===== config.mk =====
export PLATFORM = sky130hd
export DESIGN_NAME = color_loader
export DESIGN_NICKNAME = d
export VERILOG_FILES = /design/src/rtl/color_pkg.sv /design/src/rtl/btn_debounce.sv /design/src/rtl/color_loader.sv
export SDC_FILE = /design/constraint.sdc
export NUM_CORES = 1
export LEC_CHECK = 0
export BUFFER_PORTS_ARGS = -buffer_cell sky130_fd_sc_hd__clkbuf_2
export CAP_MARGIN = 20
export CELL_PAD_IN_SITES_DETAIL_PLACEMENT = 1
export CELL_PAD_IN_SITES_GLOBAL_PLACEMENT = 2
export CORE_ASPECT_RATIO = 1.1
export CORE_UTILIZATION = 37
export CTS_CLUSTER_DIAMETER = 120
export CTS_CLUSTER_SIZE = 30
export DETAILED_ROUTE_END_ITERATION = 16
export PLACE_DENSITY_LB_ADDON = 0.1
export SLEW_MARGIN = 20
export SYNTH_ARGS = -nofsm -noshare
export SYNTH_HDL_FRONTEND = slang
export SYNTH_SLANG_ARGS = --single-unit

===== constraint.sdc =====
create_clock -name clk -period 2.14 [get_ports clk]
set_clock_uncertainty 0.15 [all_clocks]
set_input_delay 0.428 -clock clk [delete_from_list [all_inputs] [get_ports clk]]
set_output_delay 0.428 -clock clk [all_outputs]
set_load 0.005 [all_outputs]

===== src/rtl/color_pkg.sv =====
// Shared types for the color loader: FSM states, sel codes,
// default saturation ceiling and a state-to-sel helper.
package color_pkg;

  typedef enum logic [2:0] {
    ST_LOAD_R,
    ST_LOAD_G,
    ST_LOAD_B,
    ST_READY,
    ST_RUN
  } state_t;

  localparam logic [1:0] SEL_R    = 2'b00;
  localparam logic [1:0] SEL_G    = 2'b01;
  localparam logic [1:0] SEL_B    = 2'b10;
  localparam logic [1:0] SEL_NONE = 2'b11;

  localparam int MAX_VALUE_DEF = 15;

  function automatic logic [1:0] sel_of(state_t s);
    logic [1:0] v;
    v = SEL_NONE;
    case (s)
      ST_LOAD_R: v = SEL_R;
      ST_LOAD_G: v = SEL_G;
      ST_LOAD_B: v = SEL_B;
      default:   v = SEL_NONE;
    endcase
    return v;
  endfunction

endpackage


===== src/rtl/btn_debounce.sv =====
// Button conditioner: 2-FF synchronizer, stability counter,
// one-cycle pulse on each accepted 0->1 level change.
// Ports: clk, rst (async high), btn (raw), press (pulse out).
module btn_debounce #(
  parameter int DEBOUNCE_CYCLES = 4
) (
  input  logic clk,
  input  logic rst,
  input  logic btn,
  output logic press
);

  localparam int CW = $clog2(DEBOUNCE_CYCLES + 1);
  localparam logic [CW-1:0] CNT_MAX =
    CW'(DEBOUNCE_CYCLES - 1);

  logic [1:0]    r_sync;
  logic          r_last;
  logic [CW-1:0] r_cnt;
  logic          r_level;
  logic          r_press;

  // r_last tracks the synchronized level; a change restarts
  // the count, and the accepted level moves only once the
  // count has saturated on an unchanged sample.
  always_ff @(posedge clk or posedge rst) begin
    if (rst) begin
      r_sync  <= 2'b00;
      r_last  <= 1'b0;
      r_cnt   <= '0;
      r_level <= 1'b0;
      r_press <= 1'b0;
    end else begin
      r_sync  <= {r_sync[0], btn};
      r_press <= 1'b0;
      if (r_sync[1] != r_last) begin
        r_last <= r_sync[1];
        r_cnt  <= '0;
      end else if (r_cnt != CNT_MAX) begin
        r_cnt <= r_cnt + 1'b1;
      end else if (r_level != r_last) begin
        r_level <= r_last;
        r_press <= r_last;
      end
    end
  end

  assign press = r_press;

endmodule


===== src/rtl/color_loader.sv =====
// Operator entry: debounced load/start, clamped R/G/B capture,
// enter pulse and RUN freeze until dispense_done.
// Ports: clk, rst, sw, btn_load, btn_start, dispense_done in;
// R, G, B, enter, sel, ready, busy out (all registered).
module color_loader
  import color_pkg::*;
#(
  parameter int WIDTH           = 5,
  parameter int MAX_VALUE       = MAX_VALUE_DEF,
  parameter int DEBOUNCE_CYCLES = 4
) (
  input  logic             clk,
  input  logic             rst,
  input  logic [WIDTH-1:0] sw,
  input  logic             btn_load,
  input  logic             btn_start,
  input  logic             dispense_done,
  output logic [WIDTH-1:0] R,
  output logic [WIDTH-1:0] G,
  output logic [WIDTH-1:0] B,
  output logic             enter,
  output logic [1:0]       sel,
  output logic             ready,
  output logic             busy
);

  localparam logic [WIDTH-1:0] W_MAX = WIDTH'(MAX_VALUE);

  logic             w_load;
  logic             w_start;
  logic [WIDTH-1:0] r_sw_s1;
  logic [WIDTH-1:0] r_sw_s2;
  logic [WIDTH-1:0] w_clamped;

  state_t           r_state;
  state_t           w_next;
  logic             w_enter;
  logic             w_wr_r;
  logic             w_wr_g;
  logic             w_wr_b;

  logic [WIDTH-1:0] r_r;
  logic [WIDTH-1:0] r_g;
  logic [WIDTH-1:0] r_b;
  logic             r_enter;
  logic [1:0]       r_sel;
  logic             r_ready;
  logic             r_busy;

  btn_debounce #(
    .DEBOUNCE_CYCLES(DEBOUNCE_CYCLES)
  ) u_db_load (
    .clk  (clk),
    .rst  (rst),
    .btn  (btn_load),
    .press(w_load)
  );

  btn_debounce #(
    .DEBOUNCE_CYCLES(DEBOUNCE_CYCLES)
  ) u_db_start (
    .clk  (clk),
    .rst  (rst),
    .btn  (btn_start),
    .press(w_start)
  );

  always_ff @(posedge clk or posedge rst) begin
    if (rst) begin
      r_sw_s1 <= '0;
      r_sw_s2 <= '0;
    end else begin
      r_sw_s1 <= sw;
      r_sw_s2 <= r_sw_s1;
    end
  end

  assign w_clamped = (r_sw_s2 > W_MAX) ? W_MAX : r_sw_s2;

  always_comb begin
    w_next  = r_state;
    w_enter = 1'b0;
    w_wr_r  = 1'b0;
    w_wr_g  = 1'b0;
    w_wr_b  = 1'b0;
    unique case (r_state)
      ST_LOAD_R: begin
        if (w_load) begin
          w_wr_r = 1'b1;
          w_next = ST_LOAD_G;
        end
      end
      ST_LOAD_G: begin
        if (w_load) begin
          w_wr_g = 1'b1;
          w_next = ST_LOAD_B;
        end
      end
      ST_LOAD_B: begin
        if (w_load) begin
          w_wr_b = 1'b1;
          w_next = ST_READY;
        end
      end
      ST_READY: begin
        // start outranks a coincident load
        if (w_start) begin
          w_enter = 1'b1;
          w_next  = ST_RUN;
        end else if (w_load) begin
          w_next = ST_LOAD_R;
        end
      end
      ST_RUN: begin
        if (dispense_done) w_next = ST_READY;
      end
      default: w_next = ST_LOAD_R;
    endcase
  end

  // Status outputs are registered from the next state so
  // enter and busy rise on the same edge.
  always_ff @(posedge clk or posedge rst) begin
    if (rst) begin
      r_state <= ST_LOAD_R;
      r_enter <= 1'b0;
      r_sel   <= SEL_R;
      r_ready <= 1'b0;
      r_busy  <= 1'b0;
      r_r     <= '0;
      r_g     <= '0;
      r_b     <= '0;
    end else begin
      r_state <= w_next;
      r_enter <= w_enter;
      r_sel   <= sel_of(w_next);
      r_ready <= (w_next == ST_READY);
      r_busy  <= (w_next == ST_RUN);
      if (w_wr_r) r_r <= w_clamped;
      if (w_wr_g) r_g <= w_clamped;
      if (w_wr_b) r_b <= w_clamped;
    end
  end

  assign R     = r_r;
  assign G     = r_g;
  assign B     = r_b;
  assign enter = r_enter;
  assign sel   = r_sel;
  assign ready = r_ready;
  assign busy  = r_busy;

endmodule


==> metrics <==
outcome=complete, no violations; largest net degree at the start of global routing=50; post-route ant nets=0; Final Critical Period=1738 ps; share of cells above drive strength 1=0.2391; number of flops mapped to enable cells by yosys=0; clk_lat worst skew=310 ps; H-tree depth=2; Arr. time, crit path=about 1800 ps; Die X=70.16 µm; critical path class=flip-flop to flip-flop; pre-CTS setup slack=395.9 ps; Yosys top cell by area=dfrtp_1; DR DRC count=0; Power Dens Cells=1041 nW/µm²; Mapped Avg Cell Area=approximately 12 µm²; Hold Path Class=input pin to flip-flop; Mapped Nets=169; DP Wirelength=approximately 2500 µm; crit path capture type=flip-flop; Worst Setup Start Kind=flip-flop; Max Cap Violations=0; fmax=575.5 MHz; number of diodes=0; DR WL/cell=roughly 14 µm; final wirelength=between 3000 and 4000 µm; post-route design area=between 2000 and 2500 µm²; postcts setup bufs=0; Num CTS Buffers=5; number of fillers in the final layout=slightly above 500; share of async-settable or async-resettable flops after synthesis=1.000; core area=4782 µm²; CTS tree=yes; Worst EP required=between 2000 and 2500 ps; Total GRT Usage=0.1465; root buffer cell=clkbuf_8; via count=1166; register area=around 1200 µm²; Peak VDD IR=~0.00047 V; final count of pins violating max slew=0; Synthesis Warnings=0; Hold Slack=71.99 ps; sequential share of the synthesized area=0.6486; Setup-failing EPs final=0; area of the multi-input gates=569.3 µm²; Yosys top cell area share=0.6486; RSZ-0062 raised after global routing=no; CTS Hold Bufs=1; Tcrit/Tclk final=0.8120; Reg2Reg Setup Slack=approximately 400 ps; CP Max Fanout=7; cells after synthesis=about 150; Vias/cell=roughly 4.9; Most used DFF post-synth=dfrtp_1; TritonRoute pass-1 iters=4; DIE AREA=5400 µm²; setup TNS=0 ps; vias in the first global route=1297; FP Rows=26; Initial Util=0.3953; synth unique cells=27; leakage power=~0.0011 µW; first-pass GRT wire length=approximately 6000 µm; synthesis-to-layout area growth=16.21%; nets@finish=roughly 200; Overflow after GRT=0; top cells by count, synth=dfrtp_1, nor2_1, a21oi_1; clock sink total=49; final setup margin=approximately 400 ps; Final Wtd Congestion=~0.8; DRT iter0 DRCs=56; area post-placement=2072 µm²; Synth Register Bits=49; most frequent cell after synthesis=dfrtp_1; initial antenna violation count=0; post-cts sizing count=0; clock-pin slew on the worst setup and hold paths=about 90 ps; die height=roughly 77 µm; Mapped Area=around 1900 µm²; PortBufs=29; I/O pins=30; Rel. slew slack=0.6613; worst-margin pin slew=between 500 and 600 ps; ranking of synthesized cells by area=dfrtp_1, nor2_1, a21oi_1; Final Hold Fails=0; clock buffer depth=2
logic make-up (layout without fill, tap and decap cells):
family | count (synthesis) | count (layout) | synth area share
xor+xnor | 4 | 4 | 0.01853
compound gates | 23 | 23 | 0.06486
mux | 2 | 2 | 0.01059
fa+ha+maj | 6 | 6 | 0.03971
buf+inv | 18 | 49 | 0.05030
flops | 49 | 49 | 0.6486
simple gates | 51 | 51 | 0.1674
cells in the final DEF, fill, tap and decap left out, types with 2 or more instances in the layout:
cell / instances
nand2_1: 4
mux2i_1: 2
a21oi_1: 19
clkbuf_8: 5
nand2b_1: 2
dfrtp_1: 49
or3b_1: 3
nand3b_1: 3
xor2_1: 4
clkbuf_2: 29
nor2_1: 26
nor2b_1: 5
ha_1: 6
inv_1: 8
critical path, stage by stage, from the launching register on:
cell and delay (ps):
dfrtp_1 370, ha_1 160, ha_1 290, or3b_1 390, a21oi_1 190, a21oi_1 70
cell type report:
type                       instances  share of cell area
clock inverter                     3             0.02107
clock buffer                       5             0.03132
multi-input combinational         86              0.2591
tap                               56             0.03189
timing repair buffer              32             0.08314
sequential                        49              0.5581
inverter                           9             0.01538
power breakdown:
group / switching (µW) / leakage [µW] / internal, µW
sequential: 107 / 0.000621 / 1080
combinational: 215 / 0.000400 / 210
clock: 322 / 0.0000543 / 350
total: 644 / 0.00107 / 1640
routing by layer:
metal / vias up / track usage / part of all wire
met5: - / 0 / 0
met4: 0 / 0.07800 / 0.023
met3: 8 / 0.04468 / 0.033
met2: 22 / 0.2625 / 0.53
met1: 574 / 0.1514 / 0.42
li1: 562 / - / -
worst paths after layout:
kind,startpoint,depth (start not counted),endpoint
setup / recovery,u_db_load.r_cnt[0],5,u_db_load.r_level
hold / removal,sw[0],1,r_sw_s1[0]
setup reg to reg,u_db_load.r_cnt[0],5,u_db_load.r_level
hold reg to reg,r_sw_s1[4],0,r_sw_s2[4]
max in group asynchronous,rst,4,u_db_load.r_level
min in group asynchronous,rst,4,u_db_load.r_cnt[1]
registers in the layout, summed over array words and instances, names as in the netlist, 2 cells and up:
signal	flops
sel	2
u_db_start.r_cnt	3
r_sw_s1	5
G	5
B	5
u_db_load.r_cnt	3
u_db_start.r_sync	2
r_state	3
r_sw_s2	5
R	5
u_db_load.r_sync	2
through the flow:
stage	utilization	total power, µW	instances
2_1_floorplan	-	1478	153
6_report	0.4594	2287	240
3_3_place_gp	0.4333	1608	231
3_5_place_dp	0.4333	1650	231
4_1_cts	0.4594	2337	240
5_1_grt	0.4594	2440	240
No activity file was read; power rests on OpenSTA's default activity.
